## config.mk

```make
export PLATFORM = sky130hd
export DESIGN_NAME = mdr_op_sequencer
export DESIGN_NICKNAME = d
export VERILOG_FILES = /design/src/rtl/mdr_op_sequencer.sv
export SDC_FILE = /design/constraint.sdc
export NUM_CORES = 1
export LEC_CHECK = 0
export BUFFER_PORTS_ARGS = -buffer_cell sky130_fd_sc_hd__buf_2
export CAP_MARGIN = 10
export CORE_ASPECT_RATIO = 0.6
export CORE_MARGIN = 5
export CORE_UTILIZATION = 46
export CTS_BUF_LIST = sky130_fd_sc_hd__clkbuf_8
export CTS_CLUSTER_SIZE = 24
export DETAILED_ROUTE_END_ITERATION = 8
export GPL_TIMING_DRIVEN = 1
export PLACE_DENSITY_LB_ADDON = 0.25
export SYNTH_ARGS = -nofsm -noshare
export SYNTH_HDL_FRONTEND = slang
export SYNTH_SLANG_ARGS = --single-unit
```

## constraint.sdc

```tcl
create_clock -name clk -period 2.25 [get_ports clk]
set_input_delay 0 -clock clk [delete_from_list [all_inputs] [get_ports clk]]
set_output_delay 0 -clock clk [all_outputs]
set_load 0.01 [all_outputs]
```

## src/rtl/mdr_op_sequencer.sv

```systemverilog
// mdr_op_sequencer: one-at-a-time MDR front end that clears, starts and collects exactly one engine per request.
// Define MDR_TIMEOUT_EN to abort a WAIT that outlasts TIMEOUT cycles (err 11).
module mdr_op_sequencer #(
    parameter int DW      = 16,
    parameter int TIMEOUT = 64
) (
    input  logic            clk,
    input  logic            rst_n,
    input  logic            req_valid,
    output logic            req_ready,
    input  logic [1:0]      req_op,
    input  logic [DW-1:0]   req_a,
    input  logic [DW-1:0]   req_b,
    output logic [DW-1:0]   eng_a,
    output logic [DW-1:0]   eng_b,
    output logic            eng_sync_rst,
    output logic [2:0]      eng_start,
    input  logic [2:0]      eng_done,
    input  logic [2*DW-1:0] mul_res,
    input  logic [2*DW-1:0] div_res,
    input  logic [2*DW-1:0] sqrt_res,
    output logic            rsp_valid,
    input  logic            rsp_ready,
    output logic [2*DW-1:0] rsp_data,
    output logic [1:0]      rsp_err,
    output logic            busy
);
    typedef enum logic [2:0] {IDLE, CLEAR, START, WAIT, ABORT, RESP} state_t;
    state_t state, state_nxt;
    logic [1:0] op;
    logic accept, legal, done_sel, expire;
    logic [2*DW-1:0] res_sel;
    assign accept = req_valid && state == IDLE;
    assign legal = req_op != 2'b11 && !(req_op == 2'b01 && req_b == '0);
    // Completion and result both follow the latched op, never the live request
    assign done_sel = op == 2'd0 ? eng_done[0] : op == 2'd1 ? eng_done[1] : eng_done[2];
    assign res_sel = op == 2'd0 ? mul_res : op == 2'd1 ? div_res : sqrt_res;
`ifdef MDR_TIMEOUT_EN
    localparam int CW = $clog2(TIMEOUT + 1);
    logic [CW-1:0] cnt;
    always_ff @(posedge clk or negedge rst_n)
        if (!rst_n) cnt <= '0;
        else cnt <= state == WAIT ? cnt + 1'b1 : '0;
    assign expire = state == WAIT && cnt == CW'(TIMEOUT - 1);
`else
    logic unused_timeout;
    assign unused_timeout = ^TIMEOUT;
    assign expire = 1'b0;
`endif
    always_ff @(posedge clk or negedge rst_n)
        if (!rst_n) state <= IDLE;
        else state <= state_nxt;
    always_comb begin
        state_nxt = state;
        case (state)
            IDLE:    state_nxt = accept ? (legal ? CLEAR : RESP) : IDLE;
            CLEAR:   state_nxt = START;
            START:   state_nxt = WAIT;
            WAIT:    state_nxt = done_sel ? RESP : expire ? ABORT : WAIT;
            ABORT:   state_nxt = RESP;
            RESP:    state_nxt = rsp_ready ? IDLE : RESP;
            default: state_nxt = IDLE;
        endcase
    end
    always_comb begin
        req_ready    = state == IDLE;
        busy         = state != IDLE;
        rsp_valid    = state == RESP;
        eng_sync_rst = state == CLEAR || state == ABORT;
        eng_start    = state == START ? {op == 2'd2, op == 2'd1, op == 2'd0} : 3'b000;
    end
    always_ff @(posedge clk or negedge rst_n)
        if (!rst_n) begin
            op       <= 2'b00;
            eng_a    <= '0;
            eng_b    <= '0;
            rsp_data <= '0;
            rsp_err  <= 2'b00;
        end else if (accept) begin
            op       <= req_op;
            eng_a    <= req_a;
            eng_b    <= req_b;
            rsp_data <= req_op == 2'b11 || legal ? '0 : '1;
            rsp_err  <= req_op == 2'b11 ? 2'b01 : legal ? 2'b00 : 2'b10;
        end else if (state == WAIT && (done_sel || expire)) begin
            rsp_data <= done_sel ? res_sel : '0;
            rsp_err  <= done_sel ? 2'b00 : 2'b11;
        end
endmodule

```

* Yosys cells after proc, flatten, opt, wreduce, memory -nomap -nowiden
Index checks and enable logic that the tools add are counted.
Cells by class: reduce and logical (&&, ||, !) cells 12, eq/ne operators 10, mux-type cells 19
Operators by type and width (number):
- $mux 32 | 6
- $pmux 3 s6 | 1
- $logic_not 16->1 | 1
- $mux 3 | 5
- $mux 2 | 5
- $eq 3x2->1 const B | 2
- $eq 3x3->1 const B | 2
- $eq 2x1->1 const B | 2
- $eq 2x2->1 const B | 2
- $logic_and 1x1->1 | 4
- $eq 3x1->1 const B | 1
- $logic_not 3->1 | 1
- $reduce_bool 3->1 | 1
- $logic_not 2->1 | 1
- $logic_or 1x1->1 | 2
- $mux 1 | 2
- $ne 2x2->1 const B | 1
- $reduce_bool 2->1 | 1
- $logic_not 1->1 | 1
Word-level totals: logic and storage cells 47, output and inout port bits 73, register bits after elaboration 71

* Longest topological paths before layout
word-level depth 7, mapped depth 8, gate-level depth less buffers 5

* Worst setup path before layout
OpenSTA, ideal clock, no wires.
path type register to register, from reg state[1], to reg rsp_data[2], data required time 2113 ps, period minus slack after synthesis 1823 ps, cell stages (with the launch flop) 9, library setup time 137 ps, path buffers 3, setup slack 427 ps, arrival time 1686 ps, path through dfrtp_1 > clkbuf_1 > or4b_1 > buf_2 > o211ai_2 > buf_2 > nor2_1 > nor2_1 > a21oi_1
Between the ends: word-level cells in the longest chain between the ends 3, elaborated cells between the ends (all ways) 6, those cells by class 1 x eq/ne; 1 x mux; 4 x reduce/logical
RTL lines:
- start: declaration | line 29 | state_t state, state_nxt;
- start signal: assignment | line 52 | else state <= state_nxt;
- $eq 3x2->1 / $logic_not 3->1 (equally long branches) | line 85, 33
- $logic_and 1x1->1, on equally long branches | line 85, 33
- $reduce_bool 2->1 (no line) / $mux 32 (equally long branches)
- end signal: assignment | line 83 | rsp_data <= req_op == 2'b11 || legal ? '0 : '1;
- end signal: assignment | line 86 | rsp_data <= done_sel ? res_sel : '0;
- end: declaration | line 24 | output logic [2*DW-1:0] rsp_data,
Parallel ways exist; a longest one is shown, timed or not. A chain may end at the register's enable or synchronous reset.

* Worst setup path in the final report
from reg state[1], to reg rsp_data[24]
The elaborated chain is that of the path after synthesis.

==> flow_metrics.py <==
metrics = {
    "critical_path": {
        "cpMaxStageDelayCell": "dfrtp_1",
        "criticalPathCategory": "reg2reg",
        "path_max_fanout": 34,
        "critPathArrivalTime_ns": 2.19,
        "cp-end-kind": "register",
        "regToRegSetupSlack_ns": 0.33,
        "crit_path_start_kind": "register",
        "cpPeakStageDelay_ns": 0.51,
        "crit_cells": 6,
        "path_cells": "nor4b_4, nand2_1, nor3_4, buf_4, nor2_1, a21oi_1",
        "critical-path-top-delay-family": "simple AND/OR/NAND/NOR gates",
        "r2r_cells": 6,
        "path_buf_inv": 1,
        "cp.required_ns": 2.52,
    },
    "routing": {
        "drt-pass1-iter-count": 4,
        "num_vias": 3845,
        "via_per_inst": 4.89,
        "wl_per_cell_um": 15.1,
        "antenna_left": 0,
        "dr.first_iter.drc_count": 248,
        "routed_wl_um": 11800,
        "post-route-drc-count": 0,
    },
    "global_route": {
        "grt_pass1_wl_um": 19000,
        "grt_pass1_vias": 3912,
        "met1_usage_pct": 29.2,
        "grt_busiest_layer": "met2",
        "grt_overflow_total": 0,
        "antenna_found_initial": 0,
        "met2_usage_pct": 38.8,
        "gr-usage-met3_pct": 7.71,
        "grt_max_degree": 72,
        "globalRouteTotalUtil_pct": 23.5,
    },
    "floorplan": {
        "die_x_um": 127,
        "io_pins": 210,
        "rows": 25,
        "coreArea_um2": 7910,
        "initial_utilization_pct": 47.6,
        "dieArea_um2": 10200,
        "die_h_um": 80.1,
    },
    "clock_network": {
        "cts_inserted_buffers": 9,
        "post-cts-setup-buffers": 0,
        "cts_max_level": 3,
        "clk_path_buf_depth": 2,
        "cts_tree": "built",
        "cts_sinks": 71,
        "post_cts_resized": 0,
        "root_buffer": "clkbuf_8",
        "clk_pin_slew_worst_paths_ns": 0.07,
        "clk_latency_ns": 0.35,
    },
    "synth": {
        "synthDominantCellAreaShare_pct": 47.2,
        "syn-num-nets": 573,
        "synth_cell_types": 28,
        "synth_top_cell_by_area": "dfrtp_1",
        "netlist_instances": 436,
        "synth-edff-count": 0,
        "synthTopCellsByArea": "dfrtp_1, nand2_1, nor2_1, mux2_2, mux2i_1",
        "ys_ff_latch": 71,
        "avgSynthCellArea_um2": 8.64,
        "yosys_warnings": 0,
        "yosysSeqAreaShare_pct": 47.2,
        "synthArstFlopShare_pct": 100,
        "yosys_most_used_dff": "dfrtp_1",
        "synth.most_common_cell": "nand2_1",
        "synth.top_cells.by_count": "nand2_1, nor2_1, dfrtp_1",
        "mappedNetlistArea_um2": 3770,
    },
    "placement": {
        "post-place-ws_ns": 0.368,
        "gp_congestion": 0.825,
        "io_buffers": 209,
        "hpwl_um": 8260,
        "dp_cells": 733,
    },
    "final_layout": {
        "register_area_um2": 1780,
        "fillers": 643,
        "fin_cells": 786,
        "diodes": 0,
        "area_growth_pct": 46.0,
        "drive_above_1_share_pct": 40.1,
        "multiInputGateArea_um2": 1850,
        "fin_nets": 810,
    },
    "worst_hold_path": {
        "whs_path_depth": 5,
        "hp-class": "in2reg",
    },
    "power": {
        "power.density_nw_per_um2": 1290,
        "p_total_mw": 7.12,
        "p_leak_nw": 2.93,
        "vdd_drop_max_mv": 0.623,
    },
    "timing": {
        "setup_tns_ns": 0,
        "slew_viol_final": 0,
        "rsz0062_at_grt": "no",
        "worst_slack_ns": 0.330,
        "fin_skew_ns": 0.0117,
        "fmax_mhz": 521,
        "tightest_slew_ns": 0.898,
        "final-setup-viol-count": 0,
        "hold_violations": 0,
        "max-slew-margin-rel_pct": 40.1,
        "post-route-period-util_pct": 85.3,
        "fin_crit_ns": 1.92,
    },
    "status": {
        "outcome": "complete, no violations",
    },
    "run": {
        "max-cap-violations": 0,
    },
}
[state kept, by name, summed over array words and instances, names as in the netlist]
name / flops
op: 2
state: 3
eng_b: 16
rsp_err: 2
rsp_data: 32
eng_a: 16
[what timing repair did]
action | in CTS | in global routing
endpoints found under the hold margin | 106 | 0
endpoints found under the setup margin | 0 | 0
hold buffers | 37 | 0
[per-layer routing]
metal	up-vias	routed length [um]
met5	-	0
met4	0	289
met3	31	983
met2	178	5650
met1	1737	4920
li1	1899	-
[tightest hold or removal path, delay by kind of cell]
kind	cells	cell delay (ns)
simple gates	2	0.12
compound gates	1	0.12
buf+inv	1	0.07
mux	1	0.06
[power breakdown]
group	leakage, nW	internal, mW	switching [mW]	total (mW)
registers	0.854	1.92	0.454	2.38
clock network	0.110	0.563	0.474	1.04
logic	1.96	1.66	2.05	3.71
[cell families after synthesis]
kind of cell	count (synthesis)	synth area share, %
AOI/OAI and AO/OA	40	5.81
DFF	71	47.2
xor gates and xnor gates	1	0.233
muxes	65	18.4
and+or+nand+nor	224	24.3
buffers and inverters	35	4.12
[path summary, 6_finish.rpt]
check	startpoint	end
worst max-delay path	state[1]	rsp_data[24]
min in group asynchronous	rst_n	eng_a[11]
worst max register to register	state[1]	rsp_data[24]
max in group asynchronous	rst_n	op[1]
worst min register to register	eng_b[6]	eng_b[6]
worst min-delay path	sqrt_res[17]	rsp_data[17]
[layout by cell type (no fill, tap or decap), drive strengths merged]
cell         instances
buf                220
nand2              104
nor2               102
dfrtp               71
dlygate4sd3         37
a21oi               35
mux2                33
mux2i               32
clkbuf              11
inv                  5
nor3                 5
nor4                 3
clkinv               3
nand2b               2
nor3b                2
a21o                 2
o2111ai              1
nor4b                1
and3                 1
nand3                1
or4                  1
o21bai               1
xnor2                1
or4b                 1
nand3b               1
o211ai               1
bufinv               1
[area by class of cell]
class,instances,share of cell area [%]
clock buffers,11,2.75
clock inverters,5,0.887
flip-flops and latches,71,32.3
inverters,4,0.273
multi-input cells,330,33.6
well taps,108,2.46
repair buffers,257,27.7
[metrics by stage]
step	hold slack (ns)	cell area, um^2	util (%)
after global placement	0.176	4930	62.3
after detailed placement	0.184	4930	62.3
after global routing	0.0917	5500	69.5
final	0.0723	5500	69.5
after CTS	0.0542	5500	69.5
after floorplan	-0.296	3770	-
No activity file was read; power rests on OpenSTA's default activity.
